==> src/rtl/adder_pkg.sv <==
// Shared widths, types and the reference Kogge-Stone level function for the 32-bit adder.
package adder_pkg;

    localparam int ADD_WIDTH     = 32;
    localparam int PG_WIDTH      = ADD_WIDTH + 1;
    localparam int PREFIX_LEVELS = 6;

    typedef logic [PG_WIDTH-1:0] pg_vec_t;

    typedef struct packed {
        pg_vec_t g;
        pg_vec_t p;
    } pg_pair_t;

    // One radix-2 level: bits below the span pass through untouched.
    function automatic pg_pair_t kogge_stone_level(input pg_vec_t g, input pg_vec_t p, input int k);
        pg_pair_t r;
        int       d;
        d   = 1 << k;
        r.g = g;
        r.p = p;
        for (int i = 0; i < PG_WIDTH; i++) begin
            if (i >= d) begin
                r.g[i] = g[i] | (p[i] & g[i-d]);
                r.p[i] = p[i] & p[i-d];
            end
        end
        return r;
    endfunction

    function automatic int stage_count(input logic [PREFIX_LEVELS-1:0] mask);
        int n;
        n = 0;
        for (int k = 0; k < PREFIX_LEVELS; k++) begin
            n = n + int'(mask[k]);
        end
        return n;
    endfunction

endpackage

==> src/rtl/black_cell.sv <==
// Prefix-tree combine cell: merges a high (g,p) group with the adjacent low group.
module black_cell (
    input  logic g_hi,
    input  logic p_hi,
    input  logic g_lo,
    input  logic p_lo,
    output logic g_o,
    output logic p_o
);

    assign g_o = g_hi | (p_hi & g_lo);
    assign p_o = p_hi & p_lo;

endmodule

==> src/rtl/prefix_tree_pipelined_32b.sv <==
// Kogge-Stone carry network over 33 propagate/generate bits (bit 0 = carry-in),
// with an optional valid/ready register slice after each tree level.
module prefix_tree_pipelined_32b
    import adder_pkg::*;
#(
    parameter logic [PREFIX_LEVELS-1:0] PIPE_MASK = 6'b000100
) (
    input  logic                clk_i,
    input  logic                rst_ni,
    input  logic                valid_i,
    output logic                ready_o,
    input  logic [PG_WIDTH-1:0] prop_i,
    input  logic [PG_WIDTH-1:0] gen_i,
    output logic                valid_o,
    input  logic                ready_i,
    output logic [PG_WIDTH-1:0] prop_o,
    output logic [PG_WIDTH-1:0] carry_o
);

    localparam int WIDTH = PG_WIDTH;

    for (genvar k = 0; k < PREFIX_LEVELS; k++) begin : g_lvl
        localparam int D = 1 << k;

        pg_vec_t w_g_in;
        pg_vec_t w_p_in;
        pg_vec_t w_prop_in;
        pg_vec_t w_g_cmb;
        pg_vec_t w_p_cmb;
        pg_vec_t w_g_q;
        pg_vec_t w_p_q;
        pg_vec_t w_prop_q;
        logic    w_v_in;
        logic    w_v_q;
        logic    w_rdy_in;
        logic    w_rdy_out;

        if (k == 0) begin : g_head
            assign w_g_in    = gen_i;
            assign w_p_in    = prop_i;
            assign w_prop_in = prop_i;
            assign w_v_in    = valid_i;
        end else begin : g_link
            assign w_g_in    = g_lvl[k-1].w_g_q;
            assign w_p_in    = g_lvl[k-1].w_p_q;
            assign w_prop_in = g_lvl[k-1].w_prop_q;
            assign w_v_in    = g_lvl[k-1].w_v_q;
        end

        // Ready ripples backward from the sink; only a register slice can break it.
        if (k == PREFIX_LEVELS-1) begin : g_tail
            assign w_rdy_out = ready_i;
        end else begin : g_back
            assign w_rdy_out = g_lvl[k+1].w_rdy_in;
        end

        for (genvar i = 0; i < WIDTH; i++) begin : g_bit
            if (i >= D) begin : g_cell
                black_cell u_cell (
                    .g_hi (w_g_in[i]),
                    .p_hi (w_p_in[i]),
                    .g_lo (w_g_in[i-D]),
                    .p_lo (w_p_in[i-D]),
                    .g_o  (w_g_cmb[i]),
                    .p_o  (w_p_cmb[i])
                );
            end else begin : g_pass
                assign w_g_cmb[i] = w_g_in[i];
                assign w_p_cmb[i] = w_p_in[i];
            end
        end

        if (PIPE_MASK[k]) begin : g_reg
            logic    r_v;
            pg_vec_t r_g;
            pg_vec_t r_p;
            pg_vec_t r_prop;

            // An empty slot always loads, so bubbles collapse under a downstream stall.
            assign w_rdy_in = !r_v || w_rdy_out;

            always_ff @(posedge clk_i) begin
                if (!rst_ni) begin
                    r_v    <= 1'b0;
                    r_g    <= '0;
                    r_p    <= '0;
                    r_prop <= '0;
                end else if (w_rdy_in) begin
                    r_v    <= w_v_in;
                    r_g    <= w_g_cmb;
                    r_p    <= w_p_cmb;
                    r_prop <= w_prop_in;
                end
            end

            assign w_v_q    = r_v;
            assign w_g_q    = r_g;
            assign w_p_q    = r_p;
            assign w_prop_q = r_prop;
        end else begin : g_wire
            assign w_rdy_in = w_rdy_out;
            assign w_v_q    = w_v_in;
            assign w_g_q    = w_g_cmb;
            assign w_p_q    = w_p_cmb;
            assign w_prop_q = w_prop_in;
        end
    end

    // The final group propagate has no consumer; post-processing uses the original prop.
    logic w_unused_p;
    assign w_unused_p = ^g_lvl[PREFIX_LEVELS-1].w_p_q;

    assign ready_o = g_lvl[0].w_rdy_in;
    assign valid_o = g_lvl[PREFIX_LEVELS-1].w_v_q;
    assign carry_o = g_lvl[PREFIX_LEVELS-1].w_g_q;
    assign prop_o  = g_lvl[PREFIX_LEVELS-1].w_prop_q;

endmodule
==> config.mk <==
export PLATFORM = sky130hd
export DESIGN_NAME = prefix_tree_pipelined_32b
export DESIGN_NICKNAME = d
export VERILOG_FILES = /design/src/rtl/adder_pkg.sv /design/src/rtl/black_cell.sv /design/src/rtl/prefix_tree_pipelined_32b.sv
export SDC_FILE = /design/constraint.sdc
export NUM_CORES = 1
export LEC_CHECK = 0
export BUFFER_PORTS_ARGS = -buffer_cell sky130_fd_sc_hd__buf_2
export CAP_MARGIN = 20
export CORE_MARGIN = 5
export CORE_UTILIZATION = 30
export DETAILED_ROUTE_END_ITERATION = 8
export PLACE_DENSITY = 0.47
export SYNTH_ARGS = -nofsm -noshare
export SYNTH_HDL_FRONTEND = slang
export SYNTH_HIERARCHICAL = 1
export SYNTH_SLANG_ARGS = --single-unit
==> constraint.sdc <==
create_clock -name clk_i -period 1 [get_ports clk_i]
set_input_delay 0.1 -clock clk_i [delete_from_list [all_inputs] [get_ports clk_i]]
set_output_delay 0.1 -clock clk_i [all_outputs]
set_load 0.005 [all_outputs]
* Word level (Yosys, flattened, before mapping)
Cells that the tools add are included.
Storage, ports and cells: memories 0, bits in writable memories 0, bits in latches 0, ROM bits 0, logic and storage cells 386, input bits 70, register bits 100
Operators by class: equality and inequality tests 0, add/sub/neg operators 0, reduce and logical (&&, ||, !) cells 2, magnitude comparators 0, shifts and indexed selects 0, divide/modulo/power cells 0, bitwise gates (word level) 380, $mul 0, multiplexer cells 0
Operators with widths (count):
- $and A1 B1 Y1 | 245
- $or A1 B1 Y1 | 135
- $logic_not A1 Y1 | 1
- $logic_or A1 B1 Y1 | 1

* Depth between registers and ports, before layout
depth after elaboration 6, mapped depth 5

* Modules after synthesis
The synthesis kept the hierarchy.
By module, submodules not included:
- prefix_tree_pipelined_32b | instances 1, cells an instance 462, area an instance 4339.2 um2, seq. area each 1981.9 um2
- black_cell | instances 135, cells an instance 2, area an instance 15.0 um2, seq. area each 0.0 um2

* Worst setup path after synthesis
No wires, ideal clock.
path kind register -> register, start point register g_lvl[2].g_reg.r_v, in the netlist valid_o, end point register g_lvl[2].g_reg.r_g[0], slack -0.038 ns, data required time 0.928 ns, setup time 0.072 ns, stages on the path, launching flop included 5, buffers on the path 2, arrival 0.966 ns, cell sequence dfxtp_1 -> nor2b_4 -> buf_6 -> buf_8 -> mux2i_1
On the way: cells in the longest elaborated chain, start to end 2
Ends and longest elaborated chain:
- from (decl) | RTL line prefix_tree_pipelined_32b.sv:74 | logic r_v;
- from (signal assigned) | RTL line prefix_tree_pipelined_32b.sv:89 | r_v <= w_v_in;
- $logic_not A1 Y1 | RTL line prefix_tree_pipelined_32b.sv:80 | assign w_rdy_in = !r_v || w_rdy_out;
- $logic_or A1 B1 Y1 | RTL line prefix_tree_pipelined_32b.sv:80
- to (signal assigned) | RTL line prefix_tree_pipelined_32b.sv:90 | r_g <= w_g_cmb;
- to (decl) | RTL line prefix_tree_pipelined_32b.sv:75 | pg_vec_t r_g;
No other way between the ends. A chain may end at the register's enable or synchronous reset.

* Worst setup path after layout
start point register g_lvl[2].g_reg.r_p[32], end point output carry_o[32]
On the way: cells in the longest elaborated chain, start to end 4
Ends and longest elaborated chain:
- from (decl) | RTL line prefix_tree_pipelined_32b.sv:76 | pg_vec_t r_p;
- from (signal assigned) | RTL line prefix_tree_pipelined_32b.sv:91 | r_p <= w_p_cmb;
- $and A1 B1 Y1 | RTL line black_cell.sv:11 | assign g_o = g_hi | (p_hi & g_lo);
- $or A1 B1 Y1 | RTL line black_cell.sv:11
- named net g_lvl[3].w_g_cmb[32] | RTL line prefix_tree_pipelined_32b.sv:28 | pg_vec_t w_g_cmb;
- $or A1 B1 Y1 | RTL line black_cell.sv:11
- named net g_lvl[4].w_g_cmb[32] | RTL line prefix_tree_pipelined_32b.sv:28
- $or A1 B1 Y1 | RTL line black_cell.sv:11
- to (decl) | RTL line prefix_tree_pipelined_32b.sv:17 | output logic [PG_WIDTH-1:0] carry_o
The timed path passes the listed nets, and every way through them passes these cells.

==> impl_metrics.py <==
metrics = {
    "outcome": {
        "outcome": "finished with violations",
        "violations": "negative setup slack",
    },
    "die": {
        "die_x_um": 150,
        "io_pins": 138,
        "die_y_um": 150,
        "start_util_pct": 30.3,
        "dieArea_mm2": 0.0224,
        "core_region_area_mm2": 0.0193,
        "placementRows": 51,
    },
    "setup_path": {
        "cp_slowest_cell": "dfxtp_2",
        "max_stage_delay_ns": 0.34,
        "crit_arrival_ns": 1.31,
        "crit_family": "compound AO/OA/AOI/OAI gates",
        "cp_max_fo": 3,
        "crit_path_start_kind": "flip-flop",
        "critPathKind": "flip-flop to primary output",
        "reg2regPathDepth": 6,
        "cp-end-kind": "primary output",
        "cp.required_ns": 0.90,
        "critPathLaunch": "g_lvl[2].g_reg.r_p[32]",
        "worstReg2RegEnd": "g_lvl[2].g_reg.r_p[25]",
        "rr_startpoint": "valid_o",
        "reg2reg_slack_ns": -0.31,
        "cpMostUsedCell": "a21o_1",
        "worstSetupPathDepth": 4,
        "crit_path_cell_trace": "a21o_1 -> a21o_1 -> a21o_1 -> buf_2",
        "timing.critical_path.buf_inv": 1,
    },
    "yosys": {
        "synth_cells": 672,
        "synth_warnings": 6,
        "synthesis.nets": 742,
        "syn_area_mm2": 0.00586,
        "syn_area_per_cell_um2": 8.72,
    },
    "clocking": {
        "cts-root-buf": "clkbuf_16",
        "path_clk_slew_ns": 0.07,
        "clock-sinks": 92,
        "worstSkewPairLatency_ns": 0.35,
        "ctsLongestPathBuffers": 2,
        "htreeDepth": 3,
        "cts_buffers": 9,
        "cts_tree": "yes",
    },
    "global_route": {
        "grt_max_degree": 60,
        "grt_overflow": 0,
        "grt_pass1_wl_um": 28400,
        "antenna_found_initial": 2,
        "grt_pass1_vias": 5215,
        "track_usage_pct": 16.4,
    },
    "detailed_routing": {
        "remaining_drc_errors": 0,
        "vias_per_cell": 4.48,
        "route.met3.wl_um": 799,
        "ant_nets": 0,
        "top_layer": "met5",
        "wl_met2_um": 9060,
        "firstDrtPassIters": 4,
        "drt_wl_total_um": 17900,
        "vias": 4877,
        "met1Wirelength_um": 7790,
        "drt-initial-drc-count": 200,
        "wl_per_cell_um": 16.4,
    },
    "sta": {
        "layout_setup_ws_ns": -0.412,
        "max_slew_margin_pct": 81.0,
        "fin_skew_ns": 0.00565,
        "rsz0062_at_grt": "yes",
        "period_minus_slack_ns": 1.41,
        "finalCritPeriodShare_pct": 141,
        "tns_ns": -24.87,
        "worst_slew_pin_slew_ns": 0.285,
        "drv_slew": 0,
        "max_freq_mhz": 708,
        "setup_viol": 114,
        "hold_viol": 0,
    },
    "power": {
        "power.leakage_nw": 3.83,
        "ir_drop_uv": 924,
        "power_density_mw_per_mm2": 1330,
    },
    "worst_hold_path": {
        "holdPathStages": 3,
        "worstHoldStart": "prop_i[10]",
        "hp-class": "primary input to flip-flop",
        "min_to": "prop_o[10]",
    },
    "placement": {
        "place_congestion": 0.759,
        "port_buffers": 137,
        "dpl-instance-area_mm2": 0.00671,
        "dp_hpwl_um": 13900,
    },
    "layout": {
        "syn2layout_area_growth_pct": 31.2,
        "drive_above_1_share_pct": 43.9,
        "final_cell_mix": "nand2_1 (182), a21o_1 (135), buf_2 (122), and2_2 (91), mux2i_1 (89)",
        "layout_commonest_cell": "nand2_1",
        "fin_nets": 888,
        "finalInstanceArea_mm2": 0.00769,
    },
    "job": {
        "drv_cap": 0,
    },
}
-- what timing repair did --
action | 4_1_cts | 5_1_grt
hold endpoints to repair | 3 | 0
endpoints found under the setup margin | 125 | 123
setup buffers | 13 | 2
pin swaps | 26 | 5
hold buffers | 3 | 0
resized for setup | 100 | 15
cloned | 5 | 1
-- how the worst max path moves through the flow --
| stage | endpoint |
|---|---|
| finish | carry_o[32] |
| global route | carry_o[32] |
| CTS | carry_o[32] |
| detailed placement | g_lvl[2].g_reg.r_p[22] |
| global placement | g_lvl[2].g_reg.r_p[25] |
| floorplan | g_lvl[2].g_reg.r_g[0] |
-- stage by stage --
step	utilization, %	cells	worst slack [ns]	total power [mW]	hold WS [ns]
floorplan	-	672	0.00381	5.31	0.224
global placement	34.7	1052	-0.120	5.94	0.318
detailed placement	34.7	1052	-0.128	5.94	0.323
CTS	39.7	1088	-0.427	10.4	0.00399
global route	39.8	1089	-0.459	10.7	0.0224
finish	39.8	1089	-0.412	10.2	0.0173
-- sequential cells by signal (all words and copies together), names as in the netlist --
register / cells
g_lvl.g_reg.r_p: 26
g_lvl.g_reg.r_g: 33
valid_o: 1
prop_o: 32
-- worst reg2reg max path: stages, from the launching register on --
cell,delay (ns)
dfxtp_2,0.32
nor2b_4,0.22
buf_12,0.15
buf_12,0.13
buf_12,0.12
buf_16,0.13
mux2i_1,0.17
-- power by group --
group	switching, mW	internal, mW	total [mW]
logic	0.943	1.13	2.08
clock network	1.52	2.58	4.10
registers	0.158	3.89	4.04
total	2.62	7.60	10.2
-- final cells by class --
type / count / area (um^2)
multi-input combinational: 513 / 3430
timing repair buffer: 201 / 1660
antenna: 1 / 2.50
clock inverter: 4 / 95.1
clock buffer: 12 / 256
sequential: 92 / 1910
fill: 2068 / 11600
inverter: 1 / 6.26
tap: 265 / 332
-- layer usage --
metal,vias to the layer above,track usage [%]
met5,-,0
met3,14,4.12
met1,2259,19.5
li1,2506,-
met2,96,29.7
met4,2,3.71
(Power assumes the default switching activity.)
